--- config.mk ---
export PLATFORM = sky130hd
export DESIGN_NAME = rolha_estoque
export DESIGN_NICKNAME = d
export VERILOG_FILES = /design/src/rtl/rolha_estoque.sv
export SDC_FILE = /design/constraint.sdc
export NUM_CORES = 1
export LEC_CHECK = 0
export CORE_ASPECT_RATIO = 1.1
export CORE_MARGIN = 4
export CORE_UTILIZATION = 46
export CTS_CLUSTER_DIAMETER = 30
export DETAILED_ROUTE_END_ITERATION = 16
export GPL_TIMING_DRIVEN = 0
export PLACE_DENSITY = 0.79
export SLEW_MARGIN = 20
export SYNTH_ARGS = -nofsm -noshare
export SYNTH_HDL_FRONTEND = slang
export SYNTH_SLANG_ARGS = --single-unit
--- constraint.sdc ---
create_clock -name clk -period 1.9 [get_ports clk]
set_input_delay 0.19 -clock clk [delete_from_list [all_inputs] [get_ports clk]]
set_output_delay 0.19 -clock clk [all_outputs]
set_load 0.005 [all_outputs]
--- src/rtl/rolha_estoque.sv ---
// Cork reservoir manager: counts corks added by the dispenser and hands one to the capping station per request.
// Latency: stock and status flags update one cycle after add edge / request; rolha_out is high for DELIVER_CYCLES cycles.
// Backpressure: a request is held until disp=1 and stock>0; after delivery it must drop before the next cork is served.
// Optional macro ROLHA_BCD_EN adds registered BCD outputs dezena/unidade for a 7-segment display.
module rolha_estoque #(
   parameter int WIDTH          = 5,
   parameter int MAX_STOCK      = 20,
   parameter int LOW_LEVEL      = 5,
   parameter int DELIVER_CYCLES = 3
) (
   input  logic             clk,
   input  logic             reset,
   input  logic             add_rolha,
   input  logic             disp,
   input  logic             pedido_rolha,
   output logic             rolha_out,
   output logic             entregue,
   output logic             rolha5,
   output logic             vazio,
   output logic             cheio,
   output logic [WIDTH-1:0] estoque
`ifdef ROLHA_BCD_EN
   ,
   output logic [3:0]       dezena,
   output logic [3:0]       unidade
`endif
);

   localparam int TW = (DELIVER_CYCLES > 1) ? $clog2(DELIVER_CYCLES) : 1;

   typedef enum logic [1:0] {
      IDLE     = 2'd0,
      DELIVER  = 2'd1,
      WAIT_REL = 2'd2
   } state_t;

   state_t           state;
   logic [TW-1:0]    timer;
   logic             add_prev;
   logic             add_ev;
   logic             take_ev;
   logic [WIDTH-1:0] estoque_nxt;

   // Rising edge of add_rolha; take is only possible from IDLE with stock available
   always_comb begin
      add_ev      = add_rolha & ~add_prev;
      take_ev     = (state == IDLE) & pedido_rolha & disp & (estoque != '0);
      estoque_nxt = estoque;
      if (add_ev && !take_ev) begin
         // saturate at capacity: extra corks are ignored
         if (estoque != WIDTH'(MAX_STOCK))
            estoque_nxt = estoque + WIDTH'(1);
      end else if (take_ev && !add_ev) begin
         estoque_nxt = estoque - WIDTH'(1);
      end
   end

   // Stock counter and flags computed from the next value so they align with estoque
   always_ff @(posedge clk) begin
      if (reset) begin
         add_prev <= 1'b0;
         estoque  <= '0;
         rolha5   <= 1'b0;
         vazio    <= 1'b1;
         cheio    <= 1'b0;
      end else begin
         add_prev <= add_rolha;
         estoque  <= estoque_nxt;
         rolha5   <= (estoque_nxt >= WIDTH'(LOW_LEVEL));
         vazio    <= (estoque_nxt == '0);
         cheio    <= (estoque_nxt == WIDTH'(MAX_STOCK));
      end
   end

   // Delivery FSM; entregue is raised on entry to the last DELIVER cycle so it
   // coincides with the DELIVER->WAIT_REL transition cycle
   always_ff @(posedge clk) begin
      if (reset) begin
         state     <= IDLE;
         timer     <= '0;
         rolha_out <= 1'b0;
         entregue  <= 1'b0;
      end else begin
         case (state)
            IDLE: begin
               rolha_out <= 1'b0;
               entregue  <= 1'b0;
               if (take_ev) begin
                  state     <= DELIVER;
                  timer     <= TW'(DELIVER_CYCLES - 1);
                  rolha_out <= 1'b1;
                  entregue  <= (DELIVER_CYCLES == 1);
               end
            end
            DELIVER: begin
               // disp is ignored here: the cork is already committed
               if (timer == '0) begin
                  state     <= WAIT_REL;
                  rolha_out <= 1'b0;
                  entregue  <= 1'b0;
               end else begin
                  timer     <= timer - TW'(1);
                  rolha_out <= 1'b1;
                  entregue  <= (timer == TW'(1));
               end
            end
            WAIT_REL: begin
               rolha_out <= 1'b0;
               entregue  <= 1'b0;
               if (!pedido_rolha)
                  state <= IDLE;
            end
            default: begin
               state     <= IDLE;
               rolha_out <= 1'b0;
               entregue  <= 1'b0;
            end
         endcase
      end
   end

`ifdef ROLHA_BCD_EN
   // Display digits lag estoque by one cycle
   always_ff @(posedge clk) begin
      if (reset) begin
         dezena  <= 4'd0;
         unidade <= 4'd0;
      end else begin
         dezena  <= 4'(int'(estoque) / 10);
         unidade <= 4'(int'(estoque) % 10);
      end
   end
`endif

endmodule

==> report_table.html <==
<table>
<tr><th>Metric</th><th>Value</th></tr>
<tr><th colspan="2">Status</th></tr>
<tr><td>Run status</td><td>finished with violations</td></tr>
<tr><td>Violated checks</td><td>setup timing</td></tr>
<tr><th colspan="2">Critical path</th></tr>
<tr><td>Arrival time at the worst endpoint</td><td>2.14 ns</td></tr>
<tr><td>Sequence of cells on the critical path</td><td>inv_6, ha_4, or4b_4, a21oi_4, or4_4, o211a_1, and4bb_1</td></tr>
<tr><td>Category of the most critical setup path</td><td>flop to flop</td></tr>
<tr><td>Peak fanout along the critical path</td><td>5</td></tr>
<tr><td>Startpoint type of the worst setup path</td><td>flop</td></tr>
<tr><td>Critical path's slowest cell</td><td>or4_4</td></tr>
<tr><td>Required time at the endpoint of the critical path</td><td>2.14 ns</td></tr>
<tr><td>R2R depth</td><td>7</td></tr>
<tr><td>Worst reg2reg startpoint</td><td>estoque[0]</td></tr>
<tr><td>Crit. End Element</td><td>flop</td></tr>
<tr><td>R2R setup slack</td><td>-0.003 ns</td></tr>
<tr><td>Max stage delay on crit path</td><td>~0.53 ns</td></tr>
<tr><td>Endpoint of the worst register-to-register path</td><td>cheio</td></tr>
<tr><th colspan="2">Final layout</th></tr>
<tr><td>Commonest cells after routing, fill and taps aside</td><td>clkdlybuf4s50_1, dfxtp_1, nor2_1</td></tr>
<tr><td>Final Cell Area</td><td>1242 um^2</td></tr>
<tr><td>Area added between synthesis and finish</td><td>38.88%</td></tr>
<tr><td>N_diodes</td><td>0</td></tr>
<tr><td>Commonest non-fill, non-tap cell in the layout</td><td>clkdlybuf4s50_1</td></tr>
<tr><td>Ratio of cells with drive above 1 in the final layout</td><td>0.2813</td></tr>
<tr><td>Number of nets in the finished design</td><td>139</td></tr>
<tr><th colspan="2">Flow run</th></tr>
<tr><td>Max-cap violations</td><td>0</td></tr>
<tr><th colspan="2">Timing</th></tr>
<tr><td>Slew Viols, Final</td><td>0</td></tr>
<tr><td>Hold violation total from the final report</td><td>0</td></tr>
<tr><td>Max transition margin</td><td>0.7023</td></tr>
<tr><td>Worst Clk Skew</td><td>roughly 0.00069 ns</td></tr>
<tr><td>Worst Max-Slew Pin Slew</td><td>0.4425 ns</td></tr>
<tr><td>Final WS setup</td><td>-0.003061 ns</td></tr>
<tr><td>Unrepaired setup endpoints after global routing</td><td>yes</td></tr>
<tr><td>Minimum period implied by the final worst setup slack</td><td>1.903 ns</td></tr>
<tr><td>Final clock period utilization by the worst path</td><td>1.002</td></tr>
<tr><td>WHS</td><td>0.5082 ns</td></tr>
<tr><td># setup viols final</td><td>1</td></tr>
<tr><td>Max frequency</td><td>525.5 MHz</td></tr>
<tr><th colspan="2">Detailed routing</th></tr>
<tr><td>Initial DRC count</td><td>29</td></tr>
<tr><td>Vias per cell</td><td>5.619</td></tr>
<tr><td>Total number of vias</td><td>about 870</td></tr>
<tr><td>Wirelength, routed</td><td>2178 um</td></tr>
<tr><td>Routed length per placed instance</td><td>14.05 um</td></tr>
<tr><td>Antenna viol nets, final</td><td>0</td></tr>
<tr><td>Drt first pass iters</td><td>5</td></tr>
<tr><td>Number of remaining DRC errors</td><td>0</td></tr>
<tr><th colspan="2">Synth</th></tr>
<tr><td>Post-synthesis register bit count</td><td>15</td></tr>
<tr><td>Portion of the post-synthesis area used by sequential elements</td><td>0.3357</td></tr>
<tr><td>Count of flip-flops with a built-in enable after synthesis</td><td>0</td></tr>
<tr><td>Most area-hungry cell type in the Yosys netlist</td><td>dfxtp_1</td></tr>
<tr><td>Number of cells produced by synthesis</td><td>slightly above 100</td></tr>
<tr><td>Proportion of netlist area held by the largest area contributor</td><td>0.3357</td></tr>
<tr><td>Synth Flop Type</td><td>dfxtp_1</td></tr>
<tr><td>Ys Warns</td><td>0</td></tr>
<tr><td>Post-synth ARST share</td><td>0</td></tr>
<tr><td>Synth top area cells</td><td>dfxtp_1, ha_1, nor2_1</td></tr>
<tr><td>Mapped cell area</td><td>894.6 um^2</td></tr>
<tr><td>Post-synthesis cell type count</td><td>41</td></tr>
<tr><td>Syn nets</td><td>approximately 110</td></tr>
<tr><td>Mean area per synthesized cell</td><td>8.686 um^2</td></tr>
<tr><th colspan="2">Global route</th></tr>
<tr><td>Global-route total usage across every layer</td><td>0.1720</td></tr>
<tr><td>Antenna violations before repair</td><td>0</td></tr>
<tr><td>Grt met2 use</td><td>0.3304</td></tr>
<tr><td>Congestion Overflow GR</td><td>0</td></tr>
<tr><td>Largest net degree at the start of global routing</td><td>11</td></tr>
<tr><td>Met1 track demand over resource in global routing</td><td>0.1850</td></tr>
<tr><td>Vias in the first global route</td><td>between 800 and 900</td></tr>
<tr><td>Global-route wire length before repair</td><td>3505 um</td></tr>
<tr><td>Peak-usage layer in the global routing report</td><td>met2</td></tr>
<tr><td>Met3 Use GR</td><td>0.02452</td></tr>
<tr><th colspan="2">Clock network</th></tr>
<tr><td>Insertion delay to the later sink of the worst-skew pair</td><td>about 0.29 ns</td></tr>
<tr><td>Maximum clock path buffer count</td><td>2</td></tr>
<tr><td>Num Clock Sinks</td><td>15</td></tr>
<tr><td>Number of levels the H-tree was split into</td><td>1</td></tr>
<tr><td>Clk root buf</td><td>clkbuf_4</td></tr>
<tr><td>Num CTS Buffers</td><td>3</td></tr>
<tr><td>Clock edge transition at the registers on the reported setup and hold paths</td><td>0.09 ns</td></tr>
<tr><td>Clock tree from TritonCTS</td><td>done</td></tr>
<tr><th colspan="2">Placement</th></tr>
<tr><td>HPWL after detailed placement</td><td>1544 um</td></tr>
<tr><td>Final GP Congestion</td><td>0.8430</td></tr>
<tr><td>Cell Area, Placed</td><td>1090 um^2</td></tr>
<tr><td>Number of buffers added on ports</td><td>14</td></tr>
<tr><th colspan="2">Die</th></tr>
<tr><td>Initial core utilization</td><td>0.4911</td></tr>
<tr><td>Placeable core area</td><td>1822 um^2</td></tr>
<tr><td>Die footprint</td><td>2715 um^2</td></tr>
<tr><td>Horizontal die dimension</td><td>50.05 um</td></tr>
<tr><td>Top-level port count</td><td>15</td></tr>
<tr><td>Die Span Y</td><td>54.25 um</td></tr>
<tr><td>Site row count</td><td>16</td></tr>
<tr><th colspan="2">Power and ir drop</th></tr>
<tr><td>Power density over the cells</td><td>1267 nW/um^2</td></tr>
<tr><td>Leakage power</td><td>0.4718 nW</td></tr>
<tr><td>Max rail drop VDD</td><td>between 0.7 and 0.8 mV</td></tr>
<tr><th colspan="2">Hold path</th></tr>
<tr><td>Worst hold path depth</td><td>2</td></tr>
<tr><td>Hold Crit Endpoint</td><td>add_prev</td></tr>
<tr><td>Launch point of the worst hold path</td><td>add_rolha</td></tr>
<tr><td>Hold WC Path Type</td><td>primary input to flop</td></tr>
</table>
## critical path: cells and delay by family, from the launching register on
family | cells | cell delay (ns)
compound gates | 2 | 0.23
buf+inv | 1 | 0.04
flops | 1 | 0.39
fa+ha+maj | 1 | 0.16
simple gates | 3 | 1.03
## kinds of logic (layout without fill, tap and decap cells)
kind of cell	count (synthesis)	count (layout)	share of synthesized area
and+or+nand+nor	46	46	0.3273
AOI/OAI and AO/OA	23	23	0.1804
DFF	15	15	0.3357
adders and majority gates	5	5	0.06993
xor gates and xnor gates	3	3	0.02938
buffers and inverters	11	36	0.05734
## Yosys cell counts, types with 3 or more instances
cell	instances
nand2_1	5
nand2b_1	3
a21oi_1	8
ha_1	5
dfxtp_1	15
nor2_1	12
inv_1	6
nor3_1	6
o21ai_0	3
## flip-flops by register name (all words and copies together), names as in the netlist
name / cells
add_prev: 1
cheio: 1
entregue: 1
estoque: 5
rolha5: 1
rolha_out: 1
state: 2
timer: 2
vazio: 1
## how the worst max path moves through the flow
stage             end         start  cells after the start
2_1_floorplan   cheio    estoque[0]                      8
4_1_cts        rolha5    estoque[0]                      9
3_5_place_dp    cheio  pedido_rolha                      7
3_3_place_gp    cheio  pedido_rolha                      7
5_1_grt         cheio    estoque[1]                      7
6_report        cheio    estoque[0]                      7
## timing repair
item                                    in CTS  in global routing
hold buffers                                 0                  0
buffers inserted                             5                  3
endpoints found under the setup margin       7                  6
pin swaps                                   10                  5
resized for setup                           13                  6
## area by class of cell
type	instances	area, um^2
Timing Repair Buffer	22	200.2
Fill cell	149	579.3
Sequential cell	15	305.3
Multi-Input combinational cell	77	620.6
Tap cell	27	33.78
Clock inverter	1	5.005
Clock buffer	3	22.52
Inverter	6	30.03
Buffer	4	25.02
## power breakdown
group | switching (mW) | internal (mW)
Sequential | 0.0479 | 0.387
Clock | 0.110 | 0.0784
Combinational | 0.447 | 0.504
## per-layer routing
metal	vias up	share of wire
met3	7	0.046
li1	422	-
met2	25	0.51
met5	-	0
met4	0	0.022
met1	417	0.42
## stage by stage
step | worst slack (ns) | TNS [ns] | power [mW] | utilization | std cells
3_3_place_gp | -0.1847 | -0.4794 | 1.160 | 0.5982 | 144
6_report | -0.003061 | -0.003061 | 1.574 | 0.6820 | 155
2_1_floorplan | 0.005183 | 0 | 0.9599 | - | 103
3_5_place_dp | -0.2208 | -0.6836 | 1.190 | 0.5982 | 144
5_1_grt | -0.08547 | -0.1554 | 1.677 | 0.6820 | 155
4_1_cts | -0.04167 | -0.08303 | 1.498 | 0.6641 | 153
(Power assumes the default switching activity.)
